## config.mk

```make
export PLATFORM = sky130hd
export DESIGN_NAME = freq_meas_sequencer
export DESIGN_NICKNAME = d
export VERILOG_FILES = /design/src/rtl/freq_meas_sequencer.sv
export SDC_FILE = /design/constraint.sdc
export NUM_CORES = 1
export LEC_CHECK = 0
export ABC_AREA = 0
export BUFFER_PORTS_ARGS = -buffer_cell sky130_fd_sc_hd__buf_2
export CAP_MARGIN = 25
export CORE_UTILIZATION = 41
export CTS_CLUSTER_DIAMETER = 60
export DETAILED_ROUTE_END_ITERATION = 12
export GPL_ROUTABILITY_DRIVEN = 0
export PLACE_DENSITY = 0.69
export SYNTH_ARGS = -nofsm -noshare
export SYNTH_HDL_FRONTEND = slang
export SYNTH_SLANG_ARGS = --single-unit
```

## constraint.sdc

```tcl
create_clock -name clk -period 2.7 [get_ports clk]
set_input_delay 0.81 -clock clk [delete_from_list [all_inputs] [get_ports clk]]
set_output_delay 0.81 -clock clk [all_outputs]
set_load 0.005 [all_outputs]
```

## src/rtl/freq_meas_sequencer.sv

```systemverilog
// Frequency measurement sequencer.
// Runs the two PLL-output event counters through lock qualification, clear,
// a fixed gate window, a settle period and a result capture. It then holds
// the frozen count pair for the hex display path.
module freq_meas_sequencer #(
  parameter int CNT_W         = 34,
  parameter int GATE_CYCLES   = 100000000,
  parameter int LOCK_STABLE   = 1024,
  parameter int CLR_CYCLES    = 4,
  parameter int SETTLE_CYCLES = 8,
  parameter int HOLD_CYCLES   = 50000000
) (
  input  logic             clk,
  input  logic             rst,
  input  logic             start_i,
  input  logic             continuous_i,
  input  logic             pll_lock_i,
  input  logic [CNT_W-1:0] cnt1_i,
  input  logic [CNT_W-1:0] cnt2_i,
  output logic             cnt_clr_o,
  output logic             cnt_en_o,
  output logic [CNT_W-1:0] res1_o,
  output logic [CNT_W-1:0] res2_o,
  output logic             res_valid_o,
  output logic             sat_o,
  output logic             lock_err_o,
  output logic             busy_o,
  output logic [2:0]       state_o
);

  localparam logic [2:0] IDLE      = 3'd0;
  localparam logic [2:0] WAIT_LOCK = 3'd1;
  localparam logic [2:0] CLEAR     = 3'd2;
  localparam logic [2:0] GATE      = 3'd3;
  localparam logic [2:0] SETTLE    = 3'd4;
  localparam logic [2:0] CAPTURE   = 3'd5;
  localparam logic [2:0] HOLD      = 3'd6;

  // One shared phase timer serves CLEAR, GATE, SETTLE and HOLD. It is sized
  // for the longest of the four phases.
  localparam int TMR_MAX_A = (GATE_CYCLES > HOLD_CYCLES) ? GATE_CYCLES : HOLD_CYCLES;
  localparam int TMR_MAX_B = (CLR_CYCLES > SETTLE_CYCLES) ? CLR_CYCLES : SETTLE_CYCLES;
  localparam int TMR_MAX   = (TMR_MAX_A > TMR_MAX_B) ? TMR_MAX_A : TMR_MAX_B;
  localparam int TMR_W     = (TMR_MAX > 1) ? $clog2(TMR_MAX) : 1;
  localparam int LOCK_W    = (LOCK_STABLE > 1) ? $clog2(LOCK_STABLE) : 1;

  localparam logic [TMR_W-1:0]  CLR_LAST    = TMR_W'(CLR_CYCLES - 1);
  localparam logic [TMR_W-1:0]  GATE_LAST   = TMR_W'(GATE_CYCLES - 1);
  localparam logic [TMR_W-1:0]  SETTLE_LAST = TMR_W'(SETTLE_CYCLES - 1);
  localparam logic [TMR_W-1:0]  HOLD_LAST   = TMR_W'(HOLD_CYCLES - 1);
  localparam logic [LOCK_W-1:0] LOCK_LAST   = LOCK_W'(LOCK_STABLE - 1);

  logic [2:0]        state;
  logic [2:0]        state_nx;
  logic [TMR_W-1:0]  tmr;
  logic [LOCK_W-1:0] lock_cnt;
  logic              lock_m;
  logic              lock_s;
  logic              start_q;
  logic              start_rise;
  logic              lock_loss;
  logic              timed_state;

  assign state_o     = state;
  assign start_rise  = start_i & ~start_q;
  assign lock_loss   = !lock_s && (state == CLEAR || state == GATE || state == SETTLE);
  assign timed_state = (state == CLEAR) || (state == GATE) ||
                       (state == SETTLE) || (state == HOLD);

  // Lock synchroniser and start edge detector.
  always_ff @(posedge clk) begin
    if (rst) begin
      lock_m  <= 1'b0;
      lock_s  <= 1'b0;
      // NOTE: the previous-value flop resets to 1, so a start_i that is
      // already high when reset is released does not count as an edge.
      start_q <= 1'b1;
    end else begin
      // NOTE: sequential state uses non-blocking assignments so that every
      // flop samples pre-edge values, whatever order the statements are in.
      lock_m  <= pll_lock_i;
      lock_s  <= lock_m;
      start_q <= start_i;
    end
  end

  // Next-state decode. A lock loss in an active phase always wins over
  // phase completion.
  always_comb begin
    // NOTE: the default assignment comes first so that every path writes
    // state_nx and no latch is inferred.
    state_nx = state;
    case (state)
      IDLE:      if (start_rise || continuous_i) state_nx = WAIT_LOCK;
      WAIT_LOCK: if (lock_s && lock_cnt == LOCK_LAST) state_nx = CLEAR;
      CLEAR:     if (!lock_s) state_nx = WAIT_LOCK;
                 else if (tmr == CLR_LAST) state_nx = GATE;
      GATE:      if (!lock_s) state_nx = WAIT_LOCK;
                 else if (tmr == GATE_LAST) state_nx = SETTLE;
      SETTLE:    if (!lock_s) state_nx = WAIT_LOCK;
                 else if (tmr == SETTLE_LAST) state_nx = CAPTURE;
      CAPTURE:   state_nx = HOLD;
      HOLD:      if (tmr == HOLD_LAST) state_nx = continuous_i ? WAIT_LOCK : IDLE;
      default:   state_nx = IDLE;
    endcase
  end

  // State, timers, registered counter controls and result registers.
  always_ff @(posedge clk) begin
    if (rst) begin
      state       <= IDLE;
      tmr         <= '0;
      lock_cnt    <= '0;
      cnt_clr_o   <= 1'b0;
      cnt_en_o    <= 1'b0;
      busy_o      <= 1'b0;
      res1_o      <= '0;
      res2_o      <= '0;
      res_valid_o <= 1'b0;
      sat_o       <= 1'b0;
      lock_err_o  <= 1'b0;
    end else begin
      state <= state_nx;

      // Phase timer: zero on every state entry, and it advances only in the
      // timed phases, so it never runs past its terminal value.
      if (state_nx != state || !timed_state) tmr <= '0;
      else                                   tmr <= tmr + 1'b1;

      // Lock stability count: any low lock_s sample restarts the count.
      if (state != WAIT_LOCK || state_nx != WAIT_LOCK || !lock_s) lock_cnt <= '0;
      else                                                         lock_cnt <= lock_cnt + 1'b1;

      // The outputs decode from the next state, so each output is high for
      // exactly the cycles spent in the matching state.
      cnt_clr_o <= (state_nx == CLEAR);
      cnt_en_o  <= (state_nx == GATE);
      busy_o    <= (state_nx != IDLE);

      // A new measurement is pending once the counters are being cleared.
      if (state == WAIT_LOCK && state_nx == CLEAR) res_valid_o <= 1'b0;

      // Sample the quiescent counters on the way into CAPTURE. A run that
      // gets here saw no lock loss, so any stale error flag is cleared.
      if (state == SETTLE && state_nx == CAPTURE) begin
        res1_o      <= cnt1_i;
        res2_o      <= cnt2_i;
        res_valid_o <= 1'b1;
        sat_o       <= (&cnt1_i) | (&cnt2_i);
        lock_err_o  <= 1'b0;
      end

      // Abort on lock loss: the results are kept, but they are no longer valid.
      if (lock_loss) begin
        res_valid_o <= 1'b0;
        lock_err_o  <= 1'b1;
      end
    end
  end

endmodule

```

; Word level (Yosys, flattened, before mapping)
; Index checks and enable logic that the tools add are counted.
[classes]
add_sub_neg = 2
n_eq_ne = 17
n_mux = 15
n_bitwise = 3
n_reduce_logical = 22
[ops]
columns = op, n
row1 = $reduce_and 34->1, 2
row2 = $add 27x1->27 const B, 1
row3 = $eq 27x2->1 const B, 1
row4 = $eq 27x26->1 const B, 1
row5 = $eq 27x27->1 const B, 1
row6 = $eq 27x3->1 const B, 1
row7 = $mux 3, 9
row8 = $pmux 3 s7, 1
row9 = $eq 3x2->1 const B, 4
row10 = $eq 3x3->1 const B, 4
row11 = $add 10x1->10 const B, 1
row12 = $eq 10x10->1 const B, 1
row13 = $logic_or 1x1->1, 7
row14 = $ne 3x1->1 const B, 2
row15 = $reduce_or 2->1, 3
row16 = $mux 1, 5
row17 = $logic_and 1x1->1, 4
row18 = $reduce_bool 2->1, 2
row19 = $eq 3x1->1 const B, 1
row20 = $logic_not 3->1, 1
row21 = $ne 3x3->1, 1
row22 = $reduce_bool 3->1, 1
row23 = $logic_not 1->1, 2
row24 = $and 1x1->1, 1
row25 = 2 further kinds, 2
[totals]
regBits = 117
output_inout_bits = 77
word_cells = 73

; Longest topological paths before layout
[logic_depth]
ltp_word = 9
mapped_depth = 10
mapped_depth_nobuf = 7

; Worst setup path before layout
; No wires, ideal clock.
[synth_path]
kind = input -> register
start = in start_i
end = reg tmr[13]
setup_time_ps = 79
t_arrival_ps = 2407
required_time_ps = 2621
slack_ps = 214
stages = 9
path_buffers = 3
cell_sequence = nor2b_1 -> o21ai_0 -> a21oi_1 -> or3_1 -> buf_2 -> or3b_1 -> buf_2 -> buf_6 -> a211oi_2
[synth_between]
elab_chain_len = 7
[synth_rtl]
columns = item, line_no
row1 = "start, declared", 15  ; input logic start_i,
row2 = $and 1x1->1, 65  ; assign start_rise = start_i & ~start_q;
row3 = $logic_or 1x1->1, 94  ; IDLE: if (start_rise || continuous_i) state_nx = WAIT_LOCK;
row4 = $mux 3, 94
row5 = $pmux 3 s7, 93  ; case (state)
row6 = $ne 3x3->1, 127  ; if (state_nx != state || !timed_state) tmr <= '0;
row7 = $logic_or 1x1->1, 127
row8 = $reduce_or 2->1 (no source line), --
row9 = "end signal, assigned", 128  ; else tmr <= tmr + 1'b1;
row10 = "end, declared", 55  ; logic [TMR_W-1:0] tmr;
; Every way passes these cells.
; A chain may end at the register's enable or synchronous reset.

; Worst setup path in the final report
[layout_path]
start = reg tmr[0]
end = reg res1_o[18]
[layout_between]
elab_chain_len = 6
elab_cells_between_ends = 14
[layout_rtl]
columns = item, line_no
row1 = $eq 27x3->1 (tied with other cells), 101  ; else if (tmr == SETTLE_LAST) state_nx = CAPTURE;
row2 = $mux 3 (on tied branches), "101, 97, 99"
row3 = $mux 3 (on tied branches), "100, 96, 98"
row4 = $pmux 3 s7 (*), 93
row5 = $eq 3x3->1 (*), 145  ; if (state == SETTLE && state_nx == CAPTURE) begin
row6 = $logic_and 1x1->1 (*), 145
row7 = "end signal, assigned", 146  ; res1_o <= cnt1_i;
row8 = "end, declared", 22  ; output logic [CNT_W-1:0] res1_o,
; Mark *: on every way between the ends. The rest lies on a longest branch, timed or not.

==> summary.txt <==
Status
  • Status: finished, final reports clean

Critical path
  • CP Capture Type: register
  • Worst EP required: 3.03 ns
  • Crit Path Max Fanout: 12
  • CP arrival: 2.90 ns
  • Cell mode on critical path: and3_1
  • CP max stage delay: 0.40 ns
  • Worst path bufs/invs: 1
  • Slowest library cell on the worst path: dfxtp_1
  • Critical path, cell by cell: ha_1 > and3_1 > and3_1 > nand3_2 > o31ai_4 > o21a_4 > buf_4 > mux2i_1
  • Kind of critical path: register to register
  • CP delay by family, top: simple AND/OR/NAND/NOR gates
  • Setup crit start kind: register

STA
  • WHS: 0.439 ns
  • Slew Limit Fails: 0
  • Max Fclk: 390 MHz
  • Period minus WS final: 2.56 ns
  • Slew at the pin with the worst max-slew slack: 0.470 ns
  • Rel. slew slack: 68.5%
  • Final Hold Vio Count: 0
  • Clock Skew: 0.00845 ns
  • RSZ-0062 raised after global routing: false
  • Setup TNS: 0 ns
  • Tcrit/Tclk final: 94.9%
  • Endpoints failing setup: 0

Cells and area
  • Seq. cell area: 2340 um2
  • Final Cell Area: 6900 um2
  • Layout cells sized above 1: 29.2%
  • Post-route insts no fill: 925
  • Post-layout util: 54.4%
  • Multi-input logic area: 2770 um2
  • Number of nets in the layout: 816
  • ANT cells: 0
  • Fillers: 1169
  • Area growth syn-to-layout: 29.3%

Die
  • Core ar.: 12700 um2
  • Die Y: 116 um
  • # IOs: 150
  • DIE AREA: 13500 um2
  • Die X-Extent: 116 um
  • FP Rows: 41
  • Initial Util: 42.1%

Route
  • Total Routed Length: 13700 um
  • DRC viols: 0
  • Initial DRC count: 201
  • Wire per inst: 14.8 um
  • Via count: 4708
  • Antenna-violating nets left: 0
  • DR pass1 iterations: 4
  • Vias per cell: 5.09

Clock network
  • Clock tree from TritonCTS: done
  • Num Clock Sinks: 117
  • Root Buffer Master: clkbuf_16
  • Reg clk slew, reported paths: 0.05 ns
  • CTS Buf Count: 17
  • Clock Path Buffers: 2
  • Htree depth: 4
  • Resize count post-CTS: 0
  • Worst-Skew Late Latency: 0.41 ns

Yosys
  • Synth Register Bits: 117
  • Main flop type after synthesis: dfxtp_1
  • Seq/Total Area, Yosys: 43.9%
  • Post-synthesis cell area: 5330 um2
  • Mapped Nets: 664
  • Avg Cell Area, Syn: 9.07 um2
  • Yosys warning count: 0
  • Ys async rst share: 0%
  • Post-Syn Instances: 588
  • Number of synthesized flops with an enable pin: 0
  • Netlist cell types: 47

Global routing
  • Pin count of the biggest net entering global routing: 104
  • Number of global-route vias before repair: 4212
  • Grt ovf: 0
  • Gr usage total: 20.2%
  • First-pass GRT wire length: 20800 um
  • Antenna violations before repair: 0

Placement
  • DP Cell Count: 889
  • Post-DP HPWL: 9840 um
  • Placed Area: 6250 um2
  • Port Buffers: 149

Pwr
  • Leak: 0.00279 uW
  • Worst VDD drop: 0.000373 V
  • Cell Pwr Density: 616 nW/um2

Job
  • Maxcap violations: 0

Worst hold path
  • Tightest Hold Check Type: register to register
## metrics by stage
step | total power (uW) | worst slack (ns)
floorplan | 1880 | 0.214
global placement | 1990 | 0.124
detailed placement | 1990 | 0.108
CTS | 4290 | 0.113
global route | 4400 | 0.00482
finish | 4240 | 0.138
## layout make-up
class	instances	area share [%]
Clock buffer	20	6.62
Clock inverter	12	2.21
Inverter	6	0.363
Multi-Input combinational cell	432	40.1
Sequential cell	117	34.0
Tap cell	172	3.12
Timing Repair Buffer	166	13.6
## repair_timing
| action | 4_1_cts | 5_1_grt |
|---|---|---|
| setup endpoints to repair | 0 | 15 |
| hold buffers | 0 | 0 |
| setup buffers | 0 | 3 |
## synth_stat cells (2+ instances only)
| cell type | n | area, um2 |
|---|---|---|
| nand3_1 | 14 | 70.1 |
| mux2i_1 | 69 | 691 |
| a211oi_1 | 9 | 67.6 |
| and3_1 | 15 | 93.8 |
| a211oi_2 | 10 | 125 |
| nor2b_1 | 5 | 31.3 |
| or3_1 | 2 | 12.5 |
| or4_1 | 2 | 15.0 |
| o31ai_4 | 2 | 42.5 |
| nor3_1 | 6 | 30.0 |
| nand4_1 | 26 | 163 |
| and4_1 | 10 | 87.6 |
| buf_2 | 7 | 35.0 |
| buf_6 | 10 | 113 |
| dfxtp_1 | 117 | 2340 |
| inv_1 | 6 | 22.5 |
| nand2_1 | 150 | 563 |
| o21a_1 | 2 | 15.0 |
| nor2_1 | 36 | 135 |
| a31oi_1 | 2 | 12.5 |
| a21oi_1 | 3 | 15.0 |
| nand2b_1 | 3 | 18.8 |
| xnor2_1 | 11 | 96.3 |
| and2_1 | 4 | 25.0 |
| xor2_1 | 22 | 193 |
| ha_1 | 3 | 37.5 |
| clkbuf_1 | 16 | 60.1 |
| nor4_1 | 7 | 43.8 |
## sequential cells by signal, indices dropped and copies added (netlist names), 3 cells and up
name / count
tmr: 27
lock_cnt: 10
res2_o: 34
res1_o: 34
state_o: 3
## layer usage
| metal | vias to the layer above | global-route usage (%) | routed length (um) | share of wire [%] |
|---|---|---|---|---|
| met2 | 130 | 33.7 | 6520 | 47 |
| met3 | 14 | 6.75 | 798 | 5.8 |
| met1 | 2219 | 24.3 | 6240 | 45 |
| li1 | 2345 | - | - | - |
| met4 | 0 | 6.84 | 176 | 1.3 |
| met5 | - | 0 | 0 | 0 |
## placed cells by master, fill, tap and decap left out, types with 10 or more instances in the layout
master     netlist  layout
nand4_1         26      26
dfxtp_1        117     117
xnor2_1         11      11
clkbuf_16        0      17
xor2_1          22      22
and3_1          15      15
mux2i_1         69      69
buf_2            7     149
nor2_1          36      36
a211oi_2        10      10
nand2_1        150     150
and4_1          10      10
nand3_1         14      14
buf_4            1      12
## power by group
part           switching, uW  leakage [uW]  internal, uW
Combinational            130       0.00156          89.6
Clock                    790      0.000288          1500
Sequential              6.20      0.000943          1730
## cells by family (layout without fill, tap and decap cells)
kind of cell	Yosys count	count (layout)	synth area share, %
AND/OR/NAND/NOR	289	289	25.8
multiplexers	70	70	13.2
XOR/XNOR	33	33	5.42
AO/OA/AOI/OAI	36	37	6.52
adder cells (fa/ha/maj)	3	3	0.704
buffers and inverters	40	204	4.46
flip-flops	117	117	43.9
## worst paths after layout
| kind | to | cells after the start | slack [ns] | start |
|---|---|---|---|---|
| setup / recovery | res1_o[18] | 8 | 0.14 | tmr[0] |
| hold / removal | lock_s | 1 | 0.44 | lock_m |
| setup reg to reg | res1_o[18] | 8 | 0.14 | tmr[0] |
| hold reg to reg | lock_s | 1 | 0.44 | lock_m |
(Power assumes the default switching activity.)
